$ cat src/rtl/uncachable_access_arbiter_if.sv
// Bundle of the requester, uncachable-memory and IO-strobe signals around
// the uncachable access arbiter. The master modport is the arbiter itself;
// the slave modport is everything around it (requesters, memory, IO).
interface uncachable_access_arbiter_if;
    // Requester 0
    logic        req0_valid;
    logic        req0_isStore;
    logic [21:0] req0_addr;
    logic [31:0] req0_wdata;
    logic        req0_ready;
    logic        resp0_valid;
    logic        resp0_err;
    logic [31:0] resp0_rdata;
    // Requester 1
    logic        req1_valid;
    logic        req1_isStore;
    logic [21:0] req1_addr;
    logic [31:0] req1_wdata;
    logic        req1_ready;
    logic        resp1_valid;
    logic        resp1_err;
    logic [31:0] resp1_rdata;
    // Uncachable memory port
    logic        mem_req_valid;
    logic        mem_req_ready;
    logic        mem_req_isStore;
    logic [19:0] mem_req_addr;
    logic [31:0] mem_req_wdata;
    logic        mem_resp_valid;
    logic [31:0] mem_resp_data;
    // IO strobe port
    logic        io_valid;
    logic        io_isStore;
    logic [19:0] io_addr;
    logic [31:0] io_wdata;
    logic [31:0] io_rdata;

    modport master (
        input  req0_valid, req0_isStore, req0_addr, req0_wdata,
        input  req1_valid, req1_isStore, req1_addr, req1_wdata,
        output req0_ready, resp0_valid, resp0_err, resp0_rdata,
        output req1_ready, resp1_valid, resp1_err, resp1_rdata,
        output mem_req_valid, mem_req_isStore, mem_req_addr, mem_req_wdata,
        input  mem_req_ready, mem_resp_valid, mem_resp_data,
        output io_valid, io_isStore, io_addr, io_wdata,
        input  io_rdata
    );

    modport slave (
        output req0_valid, req0_isStore, req0_addr, req0_wdata,
        output req1_valid, req1_isStore, req1_addr, req1_wdata,
        input  req0_ready, resp0_valid, resp0_err, resp0_rdata,
        input  req1_ready, resp1_valid, resp1_err, resp1_rdata,
        input  mem_req_valid, mem_req_isStore, mem_req_addr, mem_req_wdata,
        output mem_req_ready, mem_resp_valid, mem_resp_data,
        input  io_valid, io_isStore, io_addr, io_wdata,
        output io_rdata
    );
endinterface

$ cat src/rtl/uncachable_access_arbiter.sv
// Two-requester round-robin arbiter for uncachable accesses. One access is
// outstanding at a time; it is routed either to the uncachable memory port
// (with a response timeout) or to the single-cycle IO strobe, and completes
// with a one-cycle response pulse to the granted requester.
module uncachable_access_arbiter #(
    parameter int unsigned MEM_TIMEOUT = 255  // 1..255 cycles in MEM_WAIT
) (
    input  logic                          clk,
    input  logic                          rst,
    uncachable_access_arbiter_if.master   bus
);

    typedef enum logic [2:0] {IDLE, MEM_REQ, MEM_WAIT, IO_ACC, RESP} stateT;

    // Last MEM_WAIT counter value: the counter starts at 0 on entry, so this
    // bounds the stay in MEM_WAIT to exactly MEM_TIMEOUT cycles.
    localparam logic [7:0] TIMEOUT_LAST = 8'(MEM_TIMEOUT - 1);
    localparam logic [31:0] TIMEOUT_DATA = 32'hCCCC_CCCC;

    stateT       state;
    stateT       nextState;
    logic        rrPtr;       // preferred requester when both are valid
    logic        grantId;     // requester owning the outstanding access
    logic        latIsStore;
    logic [19:0] latAddr;
    logic [31:0] latWdata;
    logic [7:0]  waitCnt;
    logic        respErr;
    logic [31:0] respData;

    logic        grantValid;
    logic        grantSel;
    logic [21:0] grantAddr;
    logic        respHit0;
    logic        respHit1;

    // Round-robin pick among pending requesters; only meaningful in IDLE.
    always_comb begin
        // NOTE: every combinational output gets a default first so no path
        // leaves it unassigned and no latch is inferred.
        grantSel = 1'b0;
        if (bus.req0_valid && bus.req1_valid) begin
            grantSel = rrPtr;
        end else if (bus.req1_valid) begin
            grantSel = 1'b1;
        end
        grantValid = (state == IDLE) && (bus.req0_valid || bus.req1_valid);
        grantAddr  = grantSel ? bus.req1_addr : bus.req0_addr;
    end

    // Next-state decode for the access sequence.
    always_comb begin
        nextState = state;
        unique case (state)
            IDLE: begin
                if (grantValid) begin
                    if (grantAddr[20]) begin
                        nextState = IO_ACC;
                    end else if (grantAddr[21]) begin
                        nextState = MEM_REQ;
                    end else begin
                        nextState = RESP;   // cachable address: error reply
                    end
                end
            end
            MEM_REQ: begin
                if (bus.mem_req_ready) begin
                    nextState = latIsStore ? RESP : MEM_WAIT;
                end
            end
            MEM_WAIT: begin
                if (bus.mem_resp_valid || (waitCnt == TIMEOUT_LAST)) begin
                    nextState = RESP;
                end
            end
            IO_ACC:  nextState = RESP;
            RESP:    nextState = IDLE;
            default: nextState = IDLE;
        endcase
    end

    // State register plus the latched request and pending response fields.
    always_ff @(posedge clk) begin
        // NOTE: data registers are reset as well as control, because the
        // bus outputs are driven straight from them and must read 0 in reset.
        if (rst) begin
            state      <= IDLE;
            rrPtr      <= 1'b0;
            grantId    <= 1'b0;
            latIsStore <= 1'b0;
            latAddr    <= '0;
            latWdata   <= '0;
            waitCnt    <= '0;
            respErr    <= 1'b0;
            respData   <= '0;
        end else begin
            // NOTE: sequential state uses non-blocking assignments so every
            // register samples values from before this clock edge.
            state <= nextState;
            unique case (state)
                IDLE: begin
                    if (grantValid) begin
                        grantId    <= grantSel;
                        latIsStore <= grantSel ? bus.req1_isStore : bus.req0_isStore;
                        latAddr    <= grantAddr[19:0];
                        latWdata   <= grantSel ? bus.req1_wdata : bus.req0_wdata;
                        respErr    <= !grantAddr[20] && !grantAddr[21];
                        respData   <= '0;
                    end
                end
                MEM_REQ: begin
                    waitCnt <= '0;
                    if (bus.mem_req_ready) begin
                        respErr  <= 1'b0;
                        respData <= '0;
                    end
                end
                MEM_WAIT: begin
                    waitCnt <= waitCnt + 8'd1;
                    if (bus.mem_resp_valid) begin
                        respErr  <= 1'b0;
                        respData <= bus.mem_resp_data;
                    end else if (waitCnt == TIMEOUT_LAST) begin
                        respErr  <= 1'b1;
                        respData <= TIMEOUT_DATA;
                    end
                end
                IO_ACC: begin
                    respErr  <= 1'b0;
                    respData <= latIsStore ? 32'd0 : bus.io_rdata;
                end
                RESP: begin
                    rrPtr <= ~grantId;
                end
                default: ;
            endcase
        end
    end

    assign respHit0 = (state == RESP) && (grantId == 1'b0);
    assign respHit1 = (state == RESP) && (grantId == 1'b1);

    assign bus.req0_ready  = grantValid && !grantSel;
    assign bus.req1_ready  = grantValid && grantSel;

    assign bus.resp0_valid = respHit0;
    assign bus.resp0_err   = respHit0 && respErr;
    assign bus.resp0_rdata = respHit0 ? respData : 32'd0;
    assign bus.resp1_valid = respHit1;
    assign bus.resp1_err   = respHit1 && respErr;
    assign bus.resp1_rdata = respHit1 ? respData : 32'd0;

    assign bus.mem_req_valid   = (state == MEM_REQ);
    assign bus.mem_req_isStore = latIsStore;
    assign bus.mem_req_addr    = latAddr;
    assign bus.mem_req_wdata   = latWdata;

    assign bus.io_valid   = (state == IO_ACC);
    assign bus.io_isStore = latIsStore;
    assign bus.io_addr    = latAddr;
    assign bus.io_wdata   = latWdata;

endmodule

$ cat src/flat_wrapper.sv
// flat-port wrapper written by rule: the top's interface ports become plain ports
module uncachable_access_arbiter_flat 
#(
    parameter int unsigned MEM_TIMEOUT = 255                              
)
  (clk, rst, bus_req0_valid, bus_req0_isStore, bus_req0_addr, bus_req0_wdata, bus_req1_valid, bus_req1_isStore, bus_req1_addr, bus_req1_wdata, bus_req0_ready, bus_resp0_valid, bus_resp0_err, bus_resp0_rdata, bus_req1_ready, bus_resp1_valid, bus_resp1_err, bus_resp1_rdata, bus_mem_req_valid, bus_mem_req_isStore, bus_mem_req_addr, bus_mem_req_wdata, bus_mem_req_ready, bus_mem_resp_valid, bus_mem_resp_data, bus_io_valid, bus_io_isStore, bus_io_addr, bus_io_wdata, bus_io_rdata);
  uncachable_access_arbiter_if bus_i ();
  input  logic clk;
  input  logic rst;
  input wire logic [$bits(bus_i.req0_valid)-1:0] bus_req0_valid;
  input wire logic [$bits(bus_i.req0_isStore)-1:0] bus_req0_isStore;
  input wire logic [$bits(bus_i.req0_addr)-1:0] bus_req0_addr;
  input wire logic [$bits(bus_i.req0_wdata)-1:0] bus_req0_wdata;
  input wire logic [$bits(bus_i.req1_valid)-1:0] bus_req1_valid;
  input wire logic [$bits(bus_i.req1_isStore)-1:0] bus_req1_isStore;
  input wire logic [$bits(bus_i.req1_addr)-1:0] bus_req1_addr;
  input wire logic [$bits(bus_i.req1_wdata)-1:0] bus_req1_wdata;
  output wire logic [$bits(bus_i.req0_ready)-1:0] bus_req0_ready;
  output wire logic [$bits(bus_i.resp0_valid)-1:0] bus_resp0_valid;
  output wire logic [$bits(bus_i.resp0_err)-1:0] bus_resp0_err;
  output wire logic [$bits(bus_i.resp0_rdata)-1:0] bus_resp0_rdata;
  output wire logic [$bits(bus_i.req1_ready)-1:0] bus_req1_ready;
  output wire logic [$bits(bus_i.resp1_valid)-1:0] bus_resp1_valid;
  output wire logic [$bits(bus_i.resp1_err)-1:0] bus_resp1_err;
  output wire logic [$bits(bus_i.resp1_rdata)-1:0] bus_resp1_rdata;
  output wire logic [$bits(bus_i.mem_req_valid)-1:0] bus_mem_req_valid;
  output wire logic [$bits(bus_i.mem_req_isStore)-1:0] bus_mem_req_isStore;
  output wire logic [$bits(bus_i.mem_req_addr)-1:0] bus_mem_req_addr;
  output wire logic [$bits(bus_i.mem_req_wdata)-1:0] bus_mem_req_wdata;
  input wire logic [$bits(bus_i.mem_req_ready)-1:0] bus_mem_req_ready;
  input wire logic [$bits(bus_i.mem_resp_valid)-1:0] bus_mem_resp_valid;
  input wire logic [$bits(bus_i.mem_resp_data)-1:0] bus_mem_resp_data;
  output wire logic [$bits(bus_i.io_valid)-1:0] bus_io_valid;
  output wire logic [$bits(bus_i.io_isStore)-1:0] bus_io_isStore;
  output wire logic [$bits(bus_i.io_addr)-1:0] bus_io_addr;
  output wire logic [$bits(bus_i.io_wdata)-1:0] bus_io_wdata;
  input wire logic [$bits(bus_i.io_rdata)-1:0] bus_io_rdata;
  assign bus_i.req0_valid = bus_req0_valid;
  assign bus_i.req0_isStore = bus_req0_isStore;
  assign bus_i.req0_addr = bus_req0_addr;
  assign bus_i.req0_wdata = bus_req0_wdata;
  assign bus_i.req1_valid = bus_req1_valid;
  assign bus_i.req1_isStore = bus_req1_isStore;
  assign bus_i.req1_addr = bus_req1_addr;
  assign bus_i.req1_wdata = bus_req1_wdata;
  assign bus_req0_ready = bus_i.req0_ready;
  assign bus_resp0_valid = bus_i.resp0_valid;
  assign bus_resp0_err = bus_i.resp0_err;
  assign bus_resp0_rdata = bus_i.resp0_rdata;
  assign bus_req1_ready = bus_i.req1_ready;
  assign bus_resp1_valid = bus_i.resp1_valid;
  assign bus_resp1_err = bus_i.resp1_err;
  assign bus_resp1_rdata = bus_i.resp1_rdata;
  assign bus_mem_req_valid = bus_i.mem_req_valid;
  assign bus_mem_req_isStore = bus_i.mem_req_isStore;
  assign bus_mem_req_addr = bus_i.mem_req_addr;
  assign bus_mem_req_wdata = bus_i.mem_req_wdata;
  assign bus_i.mem_req_ready = bus_mem_req_ready;
  assign bus_i.mem_resp_valid = bus_mem_resp_valid;
  assign bus_i.mem_resp_data = bus_mem_resp_data;
  assign bus_io_valid = bus_i.io_valid;
  assign bus_io_isStore = bus_i.io_isStore;
  assign bus_io_addr = bus_i.io_addr;
  assign bus_io_wdata = bus_i.io_wdata;
  assign bus_i.io_rdata = bus_io_rdata;
  uncachable_access_arbiter #(.MEM_TIMEOUT(MEM_TIMEOUT)) u_core (.clk(clk), .rst(rst), .bus(bus_i));
endmodule
$ cat config.mk
export PLATFORM = sky130hd
export DESIGN_NAME = uncachable_access_arbiter_flat
export DESIGN_NICKNAME = d
export VERILOG_FILES = /design/src/rtl/uncachable_access_arbiter_if.sv /design/src/rtl/uncachable_access_arbiter.sv /design/src/flat_wrapper.sv
export SDC_FILE = /design/constraint.sdc
export NUM_CORES = 1
export LEC_CHECK = 0
export BUFFER_PORTS_ARGS = -buffer_cell sky130_fd_sc_hd__buf_2
export CAP_MARGIN = 0
export CORE_ASPECT_RATIO = 1.25
export CORE_MARGIN = 5
export CORE_UTILIZATION = 30
export DETAILED_ROUTE_END_ITERATION = 16
export GPL_ROUTABILITY_DRIVEN = 0
export PLACE_DENSITY = 0.62
export SETUP_SLACK_MARGIN = 0.3
export SYNTH_ARGS = -nofsm -noshare
export SYNTH_HDL_FRONTEND = slang
export SYNTH_SLANG_ARGS = --single-unit
$ cat constraint.sdc
create_clock -name clk -period 3.1 [get_ports clk]
set_clock_uncertainty 0.1 [all_clocks]
set_input_delay 0.465 -clock clk [delete_from_list [all_inputs] [get_ports clk]]
set_output_delay 0.465 -clock clk [all_outputs]
set_load 0.05 [all_outputs]
; After elaboration in Yosys (flattened, before gate mapping)
; Cells that the tools add are included.
; Widths: inputs -> output; s select.
[word_totals]
ff_bits = 99
latch_bits = 0
ramBits = 0
rom_bits = 0
in_bits = 180
output_inout_bits = 178
wordCells = 66
n_memories = 0
[classes]
n_addsub = 1
mul = 0
div = 0
magnitude_cmp = 0
eq_ne = 9
shift = 0
muxes = 26
bitwise_logic = 1
n_reduce_logical = 20
[ops]
columns = op, count
row1 = $mux 32, 8
row2 = $pmux 32 s4, 1
row3 = $mux 22, 1
row4 = $mux 3, 6
row5 = $pmux 8 s2, 1
row6 = $pmux 3 s4, 1
row7 = $logic_and 1x1->1, 9
row8 = $add 8x1->8 const B, 1
row9 = $eq 8x8->1 const B, 1
row10 = $mux 1, 7
row11 = $eq 3x2->1 const B, 2
row12 = $ne 2x1->1 const B, 3
row13 = $pmux 1 s4, 1
row14 = $reduce_and 4->1, 1
row15 = $reduce_bool 4->1, 1
row16 = $eq 3x1->1 const B, 1
row17 = $eq 3x3->1 const B, 1
row18 = $logic_not 1->1, 3
row19 = $logic_not 3->1, 1
row20 = $ne 3x2->1 const B, 1
row21 = $reduce_and 3->1, 1
row22 = $logic_or 1x1->1, 2
row23 = $reduce_and 2->1, 1
row24 = $reduce_bool 2->1, 1
row25 = $not 1->1, 1

; Depth between registers and ports, before layout
; Gate-level depths: netlist of run 1.
[logic_depth]
ltp_word = 7
ltp_mapped = 9
depth_no_buf = 7

; Worst setup path before layout of run 1
; No wires, ideal clock.
[synth_path]
kind = flip-flop to output port
startpoint = reg u_core.state[0]
endpoint = out bus_resp0_rdata[23]
arrival_ns = 1.832
required_ns = 2.535
path_slack_ns = 0.703
path_stages_with_launch = 7
n_path_buf = 2
cell_sequence = dfxtp_1 > buf_6 > nor2_1 > nand2_1 > nor2_1 > buf_2 > and2_1
[synth_between]
elab_chain_cells = 3
[synth_rtl]
columns = element, line_no
row1 = start: declaration, uncachable_access_arbiter.sv:20  ; stateT state;
row2 = start signal: assignment, uncachable_access_arbiter.sv:99  ; state <= nextState;
row3 = $eq 3x3->1, uncachable_access_arbiter.sv:140  ; assign respHit0 = (state == RESP) && (grantId == 1'b0);
row4 = $logic_and 1x1->1, uncachable_access_arbiter.sv:140
row5 = net bus_resp0_valid, flat_wrapper.sv:19  ; output wire logic [$bits(bus_i.resp0_valid)-1:0] bus_resp0_valid;
row6 = $mux 32, uncachable_access_arbiter.sv:148  ; assign bus.resp0_rdata = respHit0 ? respData : 32'd0;
row7 = end: declaration, flat_wrapper.sv:21  ; output wire logic [$bits(bus_i.resp0_rdata)-1:0] bus_resp0_rdata;
; The timed path passes the listed nets, and every way through them passes these cells.

; Worst setup path after layout of run 1
[layout_path]
startpoint = reg u_core.state[2]
endpoint = out bus_req0_ready
[layout_between]
elab_chain_cells = 3
[layout_rtl]
columns = element, line_no
row1 = $logic_not 3->1, uncachable_access_arbiter.sv:47  ; grantValid = (state == IDLE) && (bus.req0_valid || bus.req1_valid);
row2 = $logic_and 1x1->1, uncachable_access_arbiter.sv:47
row3 = $logic_and 1x1->1, uncachable_access_arbiter.sv:143  ; assign bus.req0_ready = grantValid && !grantSel;
row4 = end: declaration, flat_wrapper.sv:18  ; output wire logic [$bits(bus_i.req0_ready)-1:0] bus_req0_ready;
; Every way passes these cells.

==> flow_summary_export.csv, run 1 <==
group,metric,value,unit
drt,drt-total-wl,17900,um
grt,grt_overflow,0,
synth,post-synth-top-area-cell,"dfxtp_1",
timing,maxSlewViolCount,0,
finish,syn_to_final_growth,34.1,%
floorplan,die-area,19700,um2
finish,diodes,0,
power,leakage,3.41,nW
timing,fmax,388,MHz
critical_path,cp_slowest_stage_delay,0.43,ns
grt,antenna_found_initial,1,
floorplan,std_cell_rows,53,
clocking,post-cts-setup-buffers,0,
clocking,clkLatencyLatePin,0.35,ns
floorplan,start_util,0.304,
placement,place_area,6540,um2
critical_path,crit_slowest_cell,"dfxtp_1",
drt,ant_nets,0,
synth,async_flop_share,0,
critical_path,crit_path_end_kind,"output port",
critical_path,crit_buf_inv,2,
placement,dp_hpwl,13600,um
drt,drc,0,
finish,n_fill_cell,1766,
critical_path,worstPathMaxFanout,19,
critical_path,crit_family,"simple AND/OR/NAND/NOR gates",
synth,synth_top_area_frac,0.390,
finish,multi_input_area,2380,um2
floorplan,io_pins,358,
drt,wl_per_cell,17.0,um
grt,grt_usage,0.172,
clocking,clockBufferDepth,2,
synth,yosys-top-cells-area,"dfxtp_1 39%, a222oi_1 14%, and2_1 8.1%",
drt,met3_length,1750,um
status,outcome,"finished, final reports clean",
grt,grt_pass1_vias,5116,
timing,hold_viol,0,
clocking,clk_pin_slew_worst_paths,0.07,ns
clocking,ctsResizeCount,0,
synth,synthCells,555,
floorplan,fp.dieH,155,um
drt,vias_per_cell,4.98,
power,ir_drop,405,uV
critical_path,critPathRequiredTime,2.53,ns
finish,drive_above_1_share,0.516,
finish,final_cell_mix,"356 x buf_2, 99 x dfxtp_1, 87 x nor2_1, 69 x a222oi_1, 66 x and2_1",
timing,setup_viol,0,
drt,route.layer.met1.wl,6910,um
finish,seq_area,1980,um2
drt,num_vias,5258,
floorplan,die_width,126,um
synth,synth-edff-count,0,
synth,synth_ff_type,"dfxtp_1",
clocking,ctsHtreeMaxLevel,3,
drt,drtIter0Drc,378,
synth,ys_warn_count,0,
timing,fin_crit_sh,0.832,
timing,tns,0,ns
finish,layout_commonest_cell,"buf_2",
synth,netlist_area,5080,um2
timing,rsz0062_at_grt,"false",
timing,fin_crit,2.58,ns
timing,tightest_slew,1.04,ns
critical_path,cp.arrival,2.01,ns
grt,grt_pass1_wl,27300,um
grt,grt_max_degree,59,
clocking,ctsHoldBuffers,0,
critical_path,path_cells,"nor3_2 -> o21ai_4 -> nor2b_4 -> buf_4 -> buf_2",
synth,ys_seq_area_frac,0.390,
drt,wl_met2,9010,um
clocking,cts_tree,"built",
min_path,hold_path_class,"in -> reg",
power,p_per_area,1070,nW/um2
synth,syn-num-nets,737,
synth,yosysUniqueCellTypes,44,
drt,drtPass1Iterations,5,
drt,routed.top_layer,"met5",
critical_path,crit_path_start_kind,"flop",
finish,fin_area,6810,um2
synth,ys_seq_elements,99,
synth,avgSynthCellArea,9.15,um2
run,cap_violations,0,
placement,port_buffers,357,
timing,slew-limit-headroom,0.302,
critical_path,critical_path_class,"reg -> out",
clocking,numCtsBuffers,9,
clocking,cts_sinks,99,
clocking,cts_root_buffer,"clkbuf_16",
floorplan,coreArea,16700,um2
finish,final_nets,1012,
==> kinds of logic (layout without fill, tap and decap cells) <==
family,after synthesis,in the layout,synth area share
fa+ha+maj,2,2,0.00493
simple gates,216,216,0.215
mux,6,6,0.0131
buf+inv,110,390,0.148
flops,99,99,0.390
compound gates,122,122,0.230
==> state kept, by name, summed over array words and instances, names as in the netlist <==
name and count:
u_core.bus.io_wdata 32, u_core.respData 32, u_core.bus.io_addr 20, u_core.waitCnt 8, u_core.state 3, u_core.bus.io_isStore 1
u_core.grantId 1, u_core.respErr 1, u_core.rrPtr 1
==> cells in the mapped netlist (2+ instances only) <==
master    count
a21oi_1       8
nor3_1        2
ha_1          2
o21ai_0      17
mux2_2        4
inv_1         6
nor2_2       14
buf_2        15
and3_1        2
clkbuf_1     22
buf_12        2
a311oi_2     16
nand4_1       2
nand2_1      25
buf_4        55
o22a_1        2
buf_6         9
nor2b_1       2
dfxtp_1      99
a211oi_1      3
nor2_1       89
a222oi_1     69
nand3_1       4
and2_1       66
==> path summary, 6_finish.rpt <==
| kind | slack (ns) | startpoint | endpoint | cells after the start |
|---|---|---|---|---|
| worst min-delay path | 0.25 | bus_req1_wdata[1] | u_core.bus.io_wdata[1] | 3 |
| worst max-delay path | 0.52 | u_core.state[2] | bus_req0_ready | 5 |
| worst max register to register | 0.84 | u_core.state[0] | u_core.respData[7] | 5 |
| worst min register to register | 0.39 | u_core.waitCnt[0] | u_core.waitCnt[0] | 2 |
==> where the power goes <==
part,total [W],switching [W],internal (W),leakage [nW]
Sequential,0.00203,0.000361,0.00167,0.812
Combinational,0.00419,0.00306,0.00113,2.47
Clock,0.00104,0.000494,0.000548,0.126
==> stage by stage <==
stage / utilization / setup WS, ns / total power, W / std cells / hold WS (ns)
2_1_floorplan: - / 0.703 / 0.00573 / 555 / 0.357
3_3_place_gp: 0.391 / 0.743 / 0.00626 / 1039 / 0.369
3_5_place_dp: 0.391 / 0.720 / 0.00627 / 1039 / 0.379
4_1_cts: 0.407 / 0.421 / 0.00734 / 1055 / 0.234
5_1_grt: 0.408 / 0.335 / 0.00768 / 1055 / 0.246
6_report: 0.408 / 0.521 / 0.00727 / 1055 / 0.251
==> area by class of cell <==
type | instances | area share
Clock buffer | 11 | 0.0342
Timing Repair Buffer | 368 | 0.277
Clock inverter | 5 | 0.00551
Sequential cell | 99 | 0.291
Tap cell | 220 | 0.0404
Multi-Input combinational cell | 346 | 0.349
Inverter | 6 | 0.00331
==> worst reg2reg max path: stages (launching register included) <==
cell	delay [ns]
dfxtp_1	0.52
and3b_2	0.26
nor2b_2	0.70
buf_4	0.28
nand2_1	0.07
a311oi_2	0.24
==> layer usage <==
| layer | global-route usage | vias to the layer above |
|---|---|---|
| met4 | 0.0537 | 2 |
| met5 | 0 | - |
| met3 | 0.0495 | 18 |
| met2 | 0.307 | 287 |
| met1 | 0.197 | 2430 |
| li1 | - | 2521 |
Power figures use the tool's default switching activity.
==> run 2, diff against run 1 <==
==> constraint.sdc (replaced) <==
create_clock -name clk -period 2.5 [get_ports clk]
set_clock_uncertainty 0.1 [all_clocks]
set_input_delay 0.375 -clock clk [delete_from_list [all_inputs] [get_ports clk]]
set_output_delay 0.375 -clock clk [all_outputs]
set_load 0.05 [all_outputs]
==> run 2 against run 1 <==
Net effect: critical path depth increased by 2; combinational power increased by 35%; hold slack got worse by 0.098 ns; first-iteration DRC count increased by 46%; flip-flop and latch count unchanged; global-route usage increased by 1.7 points; clock power increased by 38%; utilization increased by 4.7 points; largest power group unchanged.
==> flow_summary_export.csv, run 2 (same netlist as run 1, synthesis figures left out) <==
group,metric,value,unit
finish,syn_to_final_growth,49.5,%
grt,antenna_found_initial,11,
timing,slew-limit-headroom,0.253,
finish,seq_area,1990,um2
timing,hold_viol,0,
drt,vias_per_cell,5.14,
floorplan,std_cell_rows,53,
finish,final_cell_mix,"287 x buf_2, 96 x dfxtp_1, 87 x nor2_1, 69 x a222oi_1, 51 x buf_4",
clocking,ctsHoldBuffers,0,
status,outcome,"finished, final reports clean",
timing,setup_viol,0,
critical_path,critical_path_class,"reg -> out",
floorplan,die-area,19700,um2
timing,fin_crit_sh,0.887,
grt,grt_max_degree,55,
placement,place_area,6580,um2
finish,drive_above_1_share,0.573,
critical_path,worstPathMaxFanout,9,
run,cap_violations,0,
timing,maxSlewViolCount,0,
timing,rsz0062_at_grt,"true",
critical_path,critPathRequiredTime,2.03,ns
drt,wl_per_cell,19.5,um
clocking,numCtsBuffers,9,
timing,tns,0,ns
floorplan,die_width,126,um
clocking,clk_pin_slew_worst_paths,0.07,ns
grt,grt_usage,0.189,
min_path,hold_path_class,"in -> reg",
floorplan,coreArea,16700,um2
floorplan,io_pins,358,
power,swShare,0.522,
placement,dp_hpwl,14800,um
drt,ant_nets,0,
finish,multi_input_area,2470,um2
drt,drtPass1Iterations,9,
clocking,clockBufferDepth,2,
clocking,ctsHtreeMaxLevel,3,
drt,drt-total-wl,20900,um
floorplan,start_util,0.304,
drt,num_vias,5523,
power,comb_power_share,0.586,
placement,port_buffers,357,
timing,fmax,451,MHz
clocking,cts_root_buffer,"clkbuf_16",
clocking,clkLatencyLatePin,0.35,ns
finish,layout_commonest_cell,"buf_2",
power,leakage,3.65,nW
floorplan,fp.dieH,155,um
drt,drc,0,
power,internal-power,0.00461,W
grt,grt_pass1_vias,5247,
critical_path,crit_path_start_kind,"flop",
critical_path,crit_path_end_kind,"output port",
finish,n_fill_cell,1663,
power,p_seq_frac,0.264,
clocking,cts_sinks,99,
power,power_frac_clock,0.150,
finish,final_nets,1028,
power,p_sw,0.00504,W
finish,fin_area,7590,um2
power,ir_drop,478,uV
grt,grt_overflow,0,
drt,drtIter0Drc,553,
critical_path,cp.arrival,1.74,ns
timing,tightest_slew,1.12,ns
grt,grt_pass1_wl,29400,um
power,p_per_area,1270,nW/um2
timing,fin_crit,2.22,ns
clocking,cts_tree,"built",
==> run 2: power groups by stage <==
| stage | Combinational, W | Clock (W) | Sequential, W |
|---|---|---|---|
| 3_3_place_gp | 0.00521 | 0 | 0.00255 |
| 3_5_place_dp | 0.00523 | 0 | 0.00255 |
| 5_1_grt | 0.00600 | 0.00154 | 0.00262 |
| 4_1_cts | 0.00532 | 0.00150 | 0.00255 |
| 2_1_floorplan | 0.00378 | 0 | 0.00333 |
| 6_report | 0.00565 | 0.00144 | 0.00255 |
==> run 2: worst paths after layout <==
kind	from	to	slack (ns)	cells past startpoint
setup / recovery	u_core.state[1]	bus_resp0_rdata[25]	0.28	7
hold / removal	bus_req1_wdata[4]	u_core.bus.io_wdata[4]	0.15	3
setup reg to reg	u_core.state[0]	u_core.bus.io_addr[10]	0.41	7
hold reg to reg	u_core.waitCnt[0]	u_core.waitCnt[0]	0.39	2
==> run 2: final cells by class <==
type                       instances  area share
sequential                        99       0.263
antenna                            4     0.00132
inverter                           6     0.00297
multi-input combinational        346       0.325
timing repair buffer             384       0.332
clock buffer                      10      0.0315
clock inverter                     6     0.00840
tap                              220      0.0363
==> run 2: repair_timing <==
item,CTS,global route
setup endpoints to repair,71,67
pin swaps,0,3
resized for setup,80,92
setup buffers,1,10
gates cloned,0,4
==> run 2: routing by layer <==
| layer | vias up | part of all wire | global-route usage |
|---|---|---|---|
| met2 | 312 | 0.49 | 0.316 |
| li1 | 2555 | - | - |
| met5 | - | 0.0013 | 0 |
| met3 | 31 | 0.11 | 0.0567 |
| met1 | 2621 | 0.37 | 0.229 |
| met4 | 4 | 0.024 | 0.0669 |
==> run 2: through the flow <==
step / total power, W / utilization / worst slack, ns / instances / hold slack [ns]
2_1_floorplan: 0.00711 / - / 0.313 / 555 / 0.357
3_3_place_gp: 0.00776 / 0.394 / 0.419 / 1040 / 0.373
3_5_place_dp: 0.00779 / 0.394 / 0.357 / 1040 / 0.387
4_1_cts: 0.00936 / 0.425 / 0.300 / 1057 / 0.144
5_1_grt: 0.0102 / 0.454 / 0.201 / 1073 / 0.159
6_report: 0.00964 / 0.454 / 0.283 / 1075 / 0.154
==> run 2: worst max-delay path, stage by stage, from the launching register on <==
cell and delay (ns):
dfxtp_4 0.37, nor2_4 0.13, nand2_2 0.08, nor2_4 0.19, buf_6 0.17, buf_12 0.14
and2_2 0.17, buf_8 0.14
